--- src/rtl/v8502_bus_master.sv ---
// Bus initiator for an 8502-style CPU bus: derives non-overlapping phi1/phi2 from
// the system clock and runs single host-requested read/write cycles with RDY stretching.
module v8502_bus_master #(
  parameter int PHASE_CLKS = 6,
  parameter int GAP_CLKS   = 2,
  parameter int HOLD_CLKS  = 1
) (
  input  logic        clk,
  input  logic        reset,
  input  logic        req,
  input  logic        req_we,
  input  logic [15:0] req_addr,
  input  logic [7:0]  req_wdata,
  output logic        ack,
  output logic [7:0]  rdata,
  output logic        busy,
  output logic        phi1,
  output logic        phi2,
  output logic [15:0] address,
  output logic        r_w,
  output logic [7:0]  data_out,
  output logic        data_oe,
  input  logic [7:0]  data_in,
  input  logic        rdy
);

  localparam int MAX_CLKS = (PHASE_CLKS > GAP_CLKS) ? PHASE_CLKS : GAP_CLKS;
  localparam int CW       = $clog2(MAX_CLKS) + 1;
  localparam int HOLD_IDX = (HOLD_CLKS > 0) ? HOLD_CLKS - 1 : 0;

  typedef enum logic [1:0] {
    ST_PHI1,
    ST_GAP1,
    ST_PHI2,
    ST_GAP2
  } state_e;

  state_e        state_q, state_d;
  logic [CW-1:0] cnt_q, cnt_d;
  logic          phi1_q, phi1_d;
  logic          phi2_q, phi2_d;
  logic [15:0]   address_q, address_d;
  logic          r_w_q, r_w_d;
  logic [7:0]    wdata_q, wdata_d;
  logic [7:0]    data_out_q, data_out_d;
  logic          data_oe_q, data_oe_d;
  logic          ack_q, ack_d;
  logic [7:0]    rdata_q, rdata_d;
  logic          busy_q, busy_d;
  logic          retry_q, retry_d;

  logic phase_end;
  logic start_edge;
  logic phi1_fall;
  logic phi2_rise;
  logic phi2_fall;
  logic hold_end;

  // Decode the clock edge at which the current phase ends.
  always_comb begin
    if (state_q == ST_PHI1 || state_q == ST_PHI2) begin
      phase_end = (cnt_q == CW'(PHASE_CLKS - 1));
    end else begin
      phase_end = (cnt_q == CW'(GAP_CLKS - 1));
    end
    start_edge = (state_q == ST_GAP2) && phase_end;
    phi1_fall  = (state_q == ST_PHI1) && phase_end;
    phi2_rise  = (state_q == ST_GAP1) && phase_end;
    phi2_fall  = (state_q == ST_PHI2) && phase_end;
    if (HOLD_CLKS == 0) begin
      hold_end = phi2_fall;
    end else begin
      hold_end = (state_q == ST_GAP2) && (cnt_q == CW'(HOLD_IDX));
    end
  end

  always_comb begin
    state_d = state_q;
    cnt_d   = cnt_q + CW'(1);
    if (phase_end) begin
      cnt_d = '0;
      case (state_q)
        ST_PHI1: state_d = ST_GAP1;
        ST_GAP1: state_d = ST_PHI2;
        ST_PHI2: state_d = ST_GAP2;
        ST_GAP2: state_d = ST_PHI1;
        default: state_d = ST_GAP2;
      endcase
    end
    phi1_d = (state_d == ST_PHI1);
    phi2_d = (state_d == ST_PHI2);
  end

  // Bus-cycle control: acceptance, RDY retry, write drive window and completion.
  always_comb begin
    address_d  = address_q;
    r_w_d      = r_w_q;
    wdata_d    = wdata_q;
    data_out_d = data_out_q;
    data_oe_d  = data_oe_q;
    ack_d      = 1'b0;
    rdata_d    = rdata_q;
    busy_d     = busy_q;
    retry_d    = retry_q;

    if (start_edge && !busy_q) begin
      if (req) begin
        busy_d    = 1'b1;
        address_d = req_addr;
        r_w_d     = ~req_we;
        wdata_d   = req_wdata;
      end else begin
        r_w_d = 1'b1;
      end
    end

    if (phi1_fall) begin
      retry_d = r_w_q & ~rdy;
    end

    if (phi2_rise && !r_w_q) begin
      data_oe_d  = 1'b1;
      data_out_d = wdata_q;
    end

    if (hold_end) begin
      data_oe_d = 1'b0;
    end

    // A retried cycle keeps busy set so the same request is replayed next cycle.
    if (phi2_fall && busy_q && !retry_q) begin
      ack_d  = 1'b1;
      busy_d = 1'b0;
      if (r_w_q) begin
        rdata_d = data_in;
      end
    end
  end

  always_ff @(posedge clk or posedge reset) begin
    if (reset) begin
      state_q    <= ST_GAP2;
      cnt_q      <= CW'(GAP_CLKS - 1);
      phi1_q     <= 1'b0;
      phi2_q     <= 1'b0;
      address_q  <= 16'h0000;
      r_w_q      <= 1'b1;
      wdata_q    <= 8'h00;
      data_out_q <= 8'h00;
      data_oe_q  <= 1'b0;
      ack_q      <= 1'b0;
      rdata_q    <= 8'h00;
      busy_q     <= 1'b0;
      retry_q    <= 1'b0;
    end else begin
      state_q    <= state_d;
      cnt_q      <= cnt_d;
      phi1_q     <= phi1_d;
      phi2_q     <= phi2_d;
      address_q  <= address_d;
      r_w_q      <= r_w_d;
      wdata_q    <= wdata_d;
      data_out_q <= data_out_d;
      data_oe_q  <= data_oe_d;
      ack_q      <= ack_d;
      rdata_q    <= rdata_d;
      busy_q     <= busy_d;
      retry_q    <= retry_d;
    end
  end

  assign phi1     = phi1_q;
  assign phi2     = phi2_q;
  assign address  = address_q;
  assign r_w      = r_w_q;
  assign data_out = data_out_q;
  assign data_oe  = data_oe_q;
  assign ack      = ack_q;
  assign rdata    = rdata_q;
  assign busy     = busy_q;

endmodule

--- config.mk ---
export PLATFORM = sky130hd
export DESIGN_NAME = v8502_bus_master
export DESIGN_NICKNAME = d
export VERILOG_FILES = /design/src/rtl/v8502_bus_master.sv
export SDC_FILE = /design/constraint.sdc
export NUM_CORES = 1
export LEC_CHECK = 0
export BUFFER_PORTS_ARGS = -buffer_cell sky130_fd_sc_hd__buf_2
export CAP_MARGIN = 5
export CORE_MARGIN = 2
export CORE_UTILIZATION = 45
export DETAILED_ROUTE_END_ITERATION = 8
export GPL_ROUTABILITY_DRIVEN = 0
export GPL_TIMING_DRIVEN = 0
export HOLD_SLACK_MARGIN = 0.05
export PLACE_DENSITY = 0.74
export SYNTH_ARGS = -nofsm -noshare
export SYNTH_HDL_FRONTEND = slang
export SYNTH_SLANG_ARGS = --single-unit
export TNS_END_PERCENT = 20
--- constraint.sdc ---
create_clock -name clk -period 4.5 [get_ports clk]
set_input_delay 0.9 -clock clk [delete_from_list [all_inputs] [get_ports clk]]
set_output_delay 0.9 -clock clk [all_outputs]
set_load 0.05 [all_outputs]
==> results of run 1 <==
## metrics by stage
step / worst slack (ns) / power (mW) / hold WS, ns / util (%)
floorplan: 1.93 / 0.731 / 0.452 / -
global placement: 1.65 / 0.793 / 0.463 / 56.2
detailed placement: 1.66 / 0.801 / 0.470 / 56.6
CTS: 1.65 / 1.09 / 0.493 / 58.7
global route: 1.51 / 1.12 / 0.511 / 58.7
finish: 1.70 / 1.07 / 0.489 / 58.7
## layout make-up
class / instances / share of cell area (%)
flip-flops and latches: 53 / 48.0
multi-input cells: 85 / 29.6
repair buffers: 75 / 14.1
well taps: 67 / 3.02
clock buffers: 6 / 2.98
plain buffers: 4 / 0.857
inverters: 6 / 0.812
clock inverters: 2 / 0.587
## power breakdown
| part | total [mW] | internal (mW) | leakage [nW] | switching (mW) |
|---|---|---|---|---|
| clock network | 0.285 | 0.127 | 0.0478 | 0.158 |
| logic | 0.242 | 0.0671 | 0.640 | 0.175 |
| registers | 0.546 | 0.524 | 0.638 | 0.0219 |
| total | 1.07 | 0.718 | 1.33 | 0.356 |
## critical path, cell delays in order (launching register included)
cell	delay, ns
dfstp_2	0.56
inv_1	0.10
ha_1	0.26
or3_1	0.35
clkbuf_1	0.21
a2111oi_4	0.59
buf_4	0.28
mux2_1	0.34
## layout by cell type, fill, tap and decap left out, drive strengths merged
| cell | n |
|---|---|
| buf | 78 |
| dfrtp | 49 |
| mux2 | 43 |
| nand2 | 7 |
| clkbuf | 7 |
| inv | 7 |
| ha | 5 |
| dfstp | 4 |
| mux2i | 3 |
| nand3 | 3 |
| a2111oi | 3 |
| or3 | 2 |
| nand2b | 2 |
| a21oi | 2 |
| nor2 | 2 |
| a2bb2oi | 2 |
| o21ai | 2 |
| or3b | 1 |
| xor2 | 1 |
| nor3b | 1 |
| and4b | 1 |
| and2 | 1 |
| xnor2 | 1 |
| nor2b | 1 |
| a211oi | 1 |
| nor4 | 1 |
| clkinvlp | 1 |
## registers in the layout, indices dropped and copies added (netlist names), 2 cells and up
signal,count
state_q,2
wdata_q,8
cnt_q,4
address,16
rdata,8
data_out,8
## metal layers
metal	vias to the layer above	global-route usage, %	routed length (um)
met5	-	0	0
met4	0	5.45	22
met3	2	4.53	149
met2	29	26.2	1970
met1	697	19.1	1720
li1	684	-	-
## final timing paths
| path | startpoint | to | slack (ns) | cells past startpoint |
|---|---|---|---|---|
| worst min-delay path | wdata_q[4]$_DFFE_PP0P_ | wdata_q[4]$_DFFE_PP0P_ | 0.49 | 1 |
| max in group asynchronous | reset | address[15]$_DFFE_PP0P_ | 3.37 | 3 |
| worst max-delay path | state_q[0]$_DFF_PP1_ | address[6]$_DFFE_PP0P_ | 1.70 | 7 |
| worst max register to register | state_q[0]$_DFF_PP1_ | address[6]$_DFFE_PP0P_ | 1.70 | 7 |
| min in group asynchronous | reset | data_out[1]$_DFFE_PP0P_ | 0.60 | 2 |
| worst min register to register | wdata_q[4]$_DFFE_PP0P_ | wdata_q[4]$_DFFE_PP0P_ | 0.49 | 1 |
## logic make-up (layout without fill, tap and decap cells)
kind of cell | count (synthesis) | count (layout)
AOI/OAI and AO/OA | 10 | 10
xor gates and xnor gates | 2 | 2
adders and majority gates | 5 | 5
buffers and inverters | 10 | 93
DFF | 53 | 53
muxes | 46 | 46
and+or+nand+nor | 22 | 22
==> key figures, run 1 <==
Run status
  – Status: completed

Place
  – Placed cell areas: 0.00267 mm2
  – Port Buffer Count: 74
  – Placed wire-length estimate: between 2000 and 3000 um
  – Placed cells: 290

Floorplanning
  – Initial Util: between 40% and 50%
  – Die Wd: ~74 um
  – Core Box Area: approximately 0.0047 mm2
  – FP Rows: 25
  – Ports: between 70 and 80
  – Die area: between 0.005 and 0.006 mm2
  – Die Span Y: ~74 um

Global routing
  – Global route overflow: 0
  – Vias in the first global route: roughly 1400
  – Largest net degree at the start of global routing: 33
  – GRT Util Overall: roughly 16%
  – First-pass GRT wire length: between 6000 and 7000 um
  – Initial antenna violation count: 0

Logic synthesis
  – Post-synth top area share: between 50% and 60%
  – Adder-Cell Fraction of Synth Area: 2.84%
  – Syn_area_per_cell: between 10 and 15 um2
  – Main combinational cell family by area after synthesis: multiplexers
  – Sequential fraction of the synthesis area: about three fifths
  – Library cells used by synthesis: 30
  – Synth Warn #: 0
  – Cell Area, Synth: between 0.002 and 0.0025 mm2
  – Fraction of the mapped netlist area in compound gates: 4.95%
  – Fraction of synthesized area in multiplexers: between 20% and 30%
  – Post-synth top flop: dfrtp_1
  – Post-Synth Simple-Gate Area: 5.40%
  – Post-Syn Nets: 190
  – Post-Synth XOR/XNOR Area: less than 1%
  – Most frequent cell after synthesis: dfrtp_1
  – Mapped Cells: between 100 and 150
  – #FFs+latches synth: 53
  – Synth cell count leaders: dfrtp_1, mux2_2, mux2_1
  – Yosys top cell by area: dfrtp_1
  – Async SR Flop Fraction: 100%
  – EDFF count, synth: 0
  – Largest cells by area after synthesis: dfrtp_1, mux2_2, mux2_1

Layout
  – FF+latch area: around 0.0013 mm2
  – ANT cells: 0
  – Total Nets Final: between 200 and 300
  – Design area: 0.00277 mm2
  – Layout cells sized above 1: 49.8%
  – # fillers: around 410
  – Layout area overhead: 26.1%
  – Final non-filler cell total: between 200 and 300
  – Area taken by multi-input logic gates: between 800 and 900 um2

STA
  – RSZ-0062 raised after global routing: false
  – Worst-Margin Slew: between 0.7 and 0.8 ns
  – Fmax: around 0.36 GHz
  – Slew Viols, Final: 0
  – Worst Clk Skew: 0.00907 ns
  – Min Clock Period, post-route: between 2 and 3 ns
  – Final period utilization: between 60 and 70%
  – Final setup viols: 0
  – Setup TNS Final: 0 ns
  – Final number of hold-violating endpoints: 0
  – Slew margin rel.: between 50% and 60%

Job
  – Max-cap violation count: 0

Route
  – Routed wire length: between 3000 and 4000 um
  – Via count: between 1000 and 1500
  – DR iter-0 viols: 38
  – Post-DR wirelength/cell: 13.0 um
  – DRC Markers: 0
  – DR vias/cell: 4.74
  – Remaining antenna violation count: 0
  – DR pass1 iterations: 4

Setup path
  – Worst path required time: about 4.7 ns
  – Arr. time, crit path: 2.99 ns
  – Worst-path maximum fanout: 10
  – Critical path type: reg -> reg
  – CP endpoint kind: flop
  – CP Launch Type: flop

CTS
  – CTS Buf Count: 5
  – Clk sink count: 53
  – Clock Latency Late Sink: 0.31 ns
  – Hold-fix buffer count after cts: 0
  – Root buffer cell: clkbuf_8
  – Postcts setup bufs: 0
  – CTS Buffer Depth: 2
  – CTS clock-pin slew for the worst setup and hold paths: ~0.09 ns
  – PostCTS Resize Cnt: 0
  – CTS tree: yes
  – CTS H-tree lvls: 2

Pwr
  – Leakage: approximately 1.3 nW
  – P per Cell Area: roughly 390 mW/mm2
  – Maximum vdd drop: approximately 0.00022 V

Worst hold path
  – Worst hold path class: reg -> reg
No activity file was read; power rests on OpenSTA's default activity.
==> inputs of run 2 (changes only) <==
==> constraint.sdc (replaced) <==
create_clock -name clk -period 2.95 [get_ports clk]
set_input_delay 0.59 -clock clk [delete_from_list [all_inputs] [get_ports clk]]
set_output_delay 0.59 -clock clk [all_outputs]
set_load 0.05 [all_outputs]
==> key figures, run 2 (synthesis gave the netlist of run 1 again) <==
Floorplanning
  – Initial Util: 46.6% (unchanged)
  – Core Box Area: 0.00472 mm2 (unchanged)
  – FP Rows: 25 (unchanged)
  – Ports: 75 (unchanged)
  – Die Span Y: 73.9 um (unchanged)
  – Die area: 0.00546 mm2 (unchanged)
  – Die Wd: 73.9 um (unchanged)

CTS
  – CTS tree: yes (unchanged)
  – Root buffer cell: clkbuf_8 (unchanged)
  – Clock Latency Late Sink: 0.31 ns (about the same)
  – Postcts setup bufs: 0 (unchanged)
  – Clk sink count: 53 (unchanged)
  – CTS clock-pin slew for the worst setup and hold paths: 0.10 ns (was 0.09 ns)
  – CTS H-tree lvls: 2 (unchanged)
  – CTS Buffer Depth: 2 (unchanged)
  – CTS Buf Count: 5 (unchanged)

Pwr
  – Leakage: 1.33 nW (unchanged)
  – Maximum vdd drop: 0.000330 V (was 0.000216 V)
  – P per Cell Area: 591 mW/mm2 (was 387 mW/mm2)

Layout
  – Design area: 0.00277 mm2 (unchanged)
  – ANT cells: 0 (unchanged)
  – Max reg flops: 16 (unchanged)
  – Total Nets Final: 272 (unchanged)
  – # fillers: 406 (unchanged)
  – Most common cell after layout, fill and taps aside: buf_2 (unchanged)
  – Util after Layout: 58.7% (unchanged)
  – Most frequent cells in the layout: buf_2, dfrtp_1, mux2_2 (unchanged)
  – Layout cells sized above 1: 49.8% (unchanged)
  – Layout area overhead: 26.1% (unchanged)

Global routing
  – GR Layer Usage met1: 19.1% (unchanged)
  – Largest net degree at the start of global routing: 33 (unchanged)
  – M3 GR Usage: 4.53% (unchanged)
  – Global route overflow: 0 (unchanged)
  – GRT Util Overall: 15.6% (unchanged)
  – Met2 usage: 26.2% (unchanged)
  – First-pass GRT wire length: 6380 um (unchanged)
  – Vias in the first global route: 1364 (unchanged)
  – Initial antenna violation count: 0 (unchanged)
  – Most Used Layer, Global Route: met2 (unchanged)

STA
  – Final number of hold-violating endpoints: 0 (unchanged)
  – Fmax: 0.363 GHz (was 0.357 GHz)
  – Worst Clk Skew: 0.00877 ns (was 0.00907 ns)
  – RSZ-0062 raised after global routing: false (unchanged)
  – Slew Viols, Final: 0 (unchanged)
  – Final period utilization: 93.3% (was 62.2%)
  – Worst hold margin: 0.285 ns (was 0.489 ns)
  – Final setup viols: 0 (unchanged)
  – Min Clock Period, post-route: 2.75 ns (was 2.80 ns)
  – Worst-Margin Slew: 0.730 ns (was 0.729 ns)
  – Setup TNS Final: 0 ns (unchanged)
  – Slew margin rel.: 51.3% (was 51.4%)

Setup path
  – Arr. time, crit path: 2.94 ns (was 2.99 ns)
  – Critical path type: reg -> reg (unchanged)
  – CP endpoint kind: flop (unchanged)
  – CP Launch Type: flop (unchanged)
  – Worst-path maximum fanout: 10 (unchanged)
  – Worst setup startpoint: state_q[0]$_DFF_PP1_ (unchanged)
  – Reg2Reg Setup Slack: 0.20 ns (was 1.70 ns)
  – Worst path required time: 3.14 ns (was 4.69 ns)
  – Reg2reg start: state_q[0]$_DFF_PP1_ (unchanged)

Route
  – Remaining antenna violation count: 0 (unchanged)
  – DR vias/cell: 4.77 (was 4.74)
  – DR pass1 iterations: 4 (unchanged)
  – Routed wire length: 3890 um (was 3870 um)
  – DR iter-0 viols: 36 (was 38)
  – Post-DR wirelength/cell: 13.0 um (about the same)
  – DRC Markers: 0 (unchanged)
  – Via count: 1421 (was 1412)

Place
  – Placed wire-length estimate: 2870 um (unchanged)
  – Port Buffer Count: 74 (unchanged)
  – Placed cell areas: 0.00267 mm2 (unchanged)

Worst hold path
  – Worst hold path class: in -> async (was reg -> reg)

Job
  – Max-cap violation count: 0 (unchanged)

Run status
  – Status: completed (unchanged)
[run 2: cell counts in the layout (fill, tap and decap cells not counted)]
Identical to the previous run, type by type.
[run 2: layout make-up]
cell class	count	area [um2]	share of cell area, %
buffer	4	23.8	0.857
clock buffer	6	82.6	2.98
clock inverter	2	16.3	0.587
inverter	6	22.5	0.812
multi-input combinational	85	822	29.6
sequential	53	1330	48.0
tap	67	83.8	3.02
timing repair buffer	75	390	14.1
[run 2: path summary, 6_finish.rpt]
path / to / depth (start not counted)
max: address[6]$_DFFE_PP0P_ / 7
min: data_out[1]$_DFFE_PP0P_ / 2
max reg2reg: address[6]$_DFFE_PP0P_ / 7
min reg2reg: wdata_q[4]$_DFFE_PP0P_ / 1
max in group asynchronous: address[15]$_DFFE_PP0P_ / 3
min in group clk: wdata_q[4]$_DFFE_PP0P_ / 1
[run 2: power by group]
part / switching [mW] / leakage, nW / internal, mW
Combinational: 0.267 / 0.640 / 0.102
Clock: 0.242 / 0.0478 / 0.194
Sequential: 0.0334 / 0.638 / 0.799
Total: 0.543 / 1.33 / 1.09
[run 2: stage by stage]
step	std cells	worst slack [ns]	power (mW)
2_1_floorplan	148	0.382	1.12
3_3_place_gp	289	0.123	1.21
3_5_place_dp	290	0.112	1.22
4_1_cts	298	0.102	1.66
5_1_grt	298	0.0138	1.71
6_report	298	0.197	1.64
[run 2: layer usage]
metal / share of wire, % / wire length [um] / vias to the layer above
met3: 4.2 / 162 / 2
li1: - / - / 683
met4: 0.57 / 22 / 0
met5: 0 / 0 / -
met1: 44 / 1720 / 701
met2: 51 / 1980 / 35
[run 2: critical path, cell delays in order (launching register included)]
cell	delay, ns
dfstp_2	0.56
inv_1	0.10
ha_1	0.26
or3_1	0.35
clkbuf_1	0.21
a2111oi_4	0.54
buf_4	0.28
mux2_1	0.34
[run 2: repair_timing]
item,CTS,global route
resized for setup,0,0
hold buffers,0,0
endpoints found under the setup margin,0,26
==> inputs of run 3 (changes only) <==
--- a/config.mk
+++ b/config.mk
@@ -14,6 +14,7 @@
 export GPL_TIMING_DRIVEN = 0
 export HOLD_SLACK_MARGIN = 0.05
 export PLACE_DENSITY = 0.74
+export RECOVER_POWER = 50
 export SYNTH_ARGS = -nofsm -noshare
 export SYNTH_HDL_FRONTEND = slang
 export SYNTH_SLANG_ARGS = --single-unit
==> key figures, run 3 (synthesis gave the netlist of run 1 again) <==
Route
  – Via count: 1414 (was 1421)
  – Post-DR wirelength/cell: 13.0 um (about the same)
  – DR iter-0 viols: 35 (was 36)
  – DR pass1 iterations: 4 (unchanged)
  – DR vias/cell: 4.74 (was 4.77)
  – Routed wire length: 3880 um (was 3890 um)
  – Remaining antenna violation count: 0 (unchanged)
  – DRC Markers: 0 (unchanged)

Pwr
  – Sequential cell fraction of total power: 51.1% (was 50.8%)
  – Cell-internal power: 1.09 mW (about the same)
  – Combinational Power Share: 22.2% (was 22.6%)
  – Maximum vdd drop: 0.000328 V (was 0.000330 V)
  – Clock share of power: 26.7% (was 26.6%)
  – Leakage: 1.28 nW (was 1.33 nW)
  – NetSw: 0.542 mW (was 0.543 mW)
  – Sw Share: 33.3% (was 33.1%)
  – P per Cell Area: 593 mW/mm2 (was 591 mW/mm2)

CTS
  – CTS Buf Count: 5 (unchanged)
  – Root buffer cell: clkbuf_8 (unchanged)
  – CTS tree: yes (unchanged)
  – CTS H-tree lvls: 2 (unchanged)
  – CTS Buffer Depth: 2 (unchanged)
  – Clock Latency Late Sink: 0.31 ns (about the same)
  – PostCTS Resize Cnt: 0 (unchanged)
  – CTS clock-pin slew for the worst setup and hold paths: 0.10 ns (about the same)
  – Hold-fix buffer count after cts: 0 (unchanged)
  – Clk sink count: 53 (unchanged)

Setup path
  – CP Cell Sequence: inv_1 -> ha_1 -> or3_1 -> clkbuf_1 -> a2111oi_4 -> buf_4 -> mux2_1 (unchanged)
  – Crit-path leading delay family: buffers and inverters (unchanged)
  – Arr. time, crit path: 2.95 ns (was 2.94 ns)
  – Worst-path maximum fanout: 10 (unchanged)
  – CP Launch Type: flop (unchanged)
  – Critical path type: reg -> reg (unchanged)
  – Worst r2r path cells: 7 (unchanged)
  – CP endpoint kind: flop (unchanged)
  – Worst path required time: 3.14 ns (about the same)
  – Reg2Reg Setup Slack: 0.20 ns (about the same)
  – R2R Path End: address[1]$_DFFE_PP0P_ (was address[6]$_DFFE_PP0P_)
  – Crit-path max cell delay: 0.56 ns (about the same)
  – Reg2reg start: state_q[0]$_DFF_PP1_ (unchanged)
  – Crit path buffers/inverters: 3 (unchanged)
  – Slowest-stage cell, CP: dfstp_2 (unchanged)

Floorplanning
  – Core Box Area: 0.00472 mm2 (unchanged)
  – FP Rows: 25 (unchanged)
  – Initial Util: 46.6% (unchanged)
  – Die Wd: 73.9 um (unchanged)
  – Ports: 75 (unchanged)
  – Die area: 0.00546 mm2 (unchanged)
  – Die Span Y: 73.9 um (unchanged)

Layout
  – Max reg flops: 16 (unchanged)
  – # fillers: 409 (was 406)
  – ANT cells: 0 (unchanged)
  – Most common cell after layout, fill and taps aside: buf_2 (unchanged)
  – FF+latch area: 0.00133 mm2 (unchanged)
  – Most frequent cells in the layout: buf_2, dfrtp_1, mux2_2 (unchanged)
  – Layout cells sized above 1: 41.6% (was 49.8%)
  – Layout area overhead: 24.8% (was 26.1%)
  – Area taken by multi-input logic gates: 822 um2 (unchanged)
  – Total Nets Final: 272 (unchanged)

STA
  – Slew Viols, Final: 0 (unchanged)
  – Min Clock Period, post-route: 2.75 ns (about the same)
  – Final setup viols: 0 (unchanged)
  – Worst-Margin Slew: 1.42 ns (was 0.730 ns)
  – Final WS setup: 0.197 ns (about the same)
  – Worst Clk Skew: 0.00869 ns (was 0.00877 ns)
  – Setup TNS Final: 0 ns (unchanged)
  – Fmax: 0.363 GHz (about the same)
  – Final number of hold-violating endpoints: 0 (unchanged)
  – RSZ-0062 raised after global routing: false (unchanged)
  – Final period utilization: 93.3% (about the same)
  – Slew margin rel.: 5.35% (was 51.3%)

Global routing
  – Vias in the first global route: 1364 (unchanged)
  – GRT Util Overall: 15.6% (unchanged)
  – Largest net degree at the start of global routing: 33 (unchanged)
  – Initial antenna violation count: 0 (unchanged)
  – Global route overflow: 0 (unchanged)
  – First-pass GRT wire length: 6380 um (unchanged)

Place
  – Pre-CTS setup slack: 0.112 ns (unchanged)
  – Port Buffer Count: 74 (unchanged)
  – Placed wire-length estimate: 2870 um (unchanged)

Run status
  – Status: completed (unchanged)

Worst hold path
  – Worst hold path class: in -> async (unchanged)

Job
  – Max-cap violation count: 0 (unchanged)
[run 3: cell count changes in the layout (fill, tap and decap cells not counted), sizes merged]
| cell | delta |
|---|---|
| buf | -17 |
| clkbuf | +16 |
| dlymetal6s4s | +1 |
[run 3: per-layer routing]
| layer | vias up | part of all wire [%] | global-route usage, % |
|---|---|---|---|
| met5 | - | 0 | 0 |
| met4 | 0 | 0.57 | 5.45 |
| met3 | 2 | 4.0 | 4.53 |
| met2 | 34 | 51 | 26.2 |
| met1 | 698 | 44 | 19.1 |
| li1 | 680 | - | - |
[run 3: worst max-delay path by stage]
stage,startpoint,to,slack (ns),depth (start not counted)
2_1_floorplan,state_q[0]$_DFF_PP1_,address[0]$_DFFE_PP0P_,0.38,7
3_3_place_gp,state_q[0]$_DFF_PP1_,address[3]$_DFFE_PP0P_,0.12,7
3_5_place_dp,state_q[0]$_DFF_PP1_,address[0]$_DFFE_PP0P_,0.11,7
4_1_cts,state_q[0]$_DFF_PP1_,address[0]$_DFFE_PP0P_,0.10,7
5_1_grt,state_q[0]$_DFF_PP1_,wdata_q[5]$_DFFE_PP0P_,0.01,7
6_report,state_q[0]$_DFF_PP1_,address[1]$_DFFE_PP0P_,0.20,7
[run 3: through the flow]
stage | std cells | util [%] | instance area [um2] | power (mW) | hold slack [ns]
after detailed placement | 290 | 56.6 | 2670 | 1.22 | 0.470
after global placement | 289 | 56.2 | 2650 | 1.21 | 0.463
after global routing | 298 | 58.1 | 2750 | 1.70 | 0.483
after floorplan | 148 | - | 2200 | 1.12 | 0.452
after CTS | 298 | 58.7 | 2770 | 1.66 | 0.305
final | 298 | 58.1 | 2750 | 1.63 | 0.420
[run 3: what timing repair did]
action / 4_1_cts / 5_1_grt
buffers inserted: 0 / 0
setup endpoints to repair: 0 / 26
endpoints found under the hold margin: 0 / 0
[run 3: power by group through the flow]
stage,registers [mW],logic [mW],clock network [mW]
CTS,0.833,0.375,0.452
global placement,0.844,0.366,0
global route,0.845,0.382,0.475
floorplan,1.05,0.0664,0
detailed placement,0.847,0.375,0
finish,0.833,0.361,0.434
[run 3: final cells by class]
type | instances | area share, %
Clock buffer | 6 | 3.01
Timing Repair Buffer | 75 | 13.2
Tap cell | 67 | 3.05
Clock inverter | 2 | 0.593
Inverter | 6 | 0.820
Multi-Input combinational cell | 85 | 29.9
Buffer | 4 | 0.866
Sequential cell | 53 | 48.5
[run 3: worst register-to-register path: cells and delay by family, from the launching register on]
kind | cells | cell delay, ns
compound gates | 1 | 0.54
fa+ha+maj | 1 | 0.26
buf+inv | 3 | 0.60
flops | 1 | 0.56
mux | 1 | 0.34
simple gates | 1 | 0.35
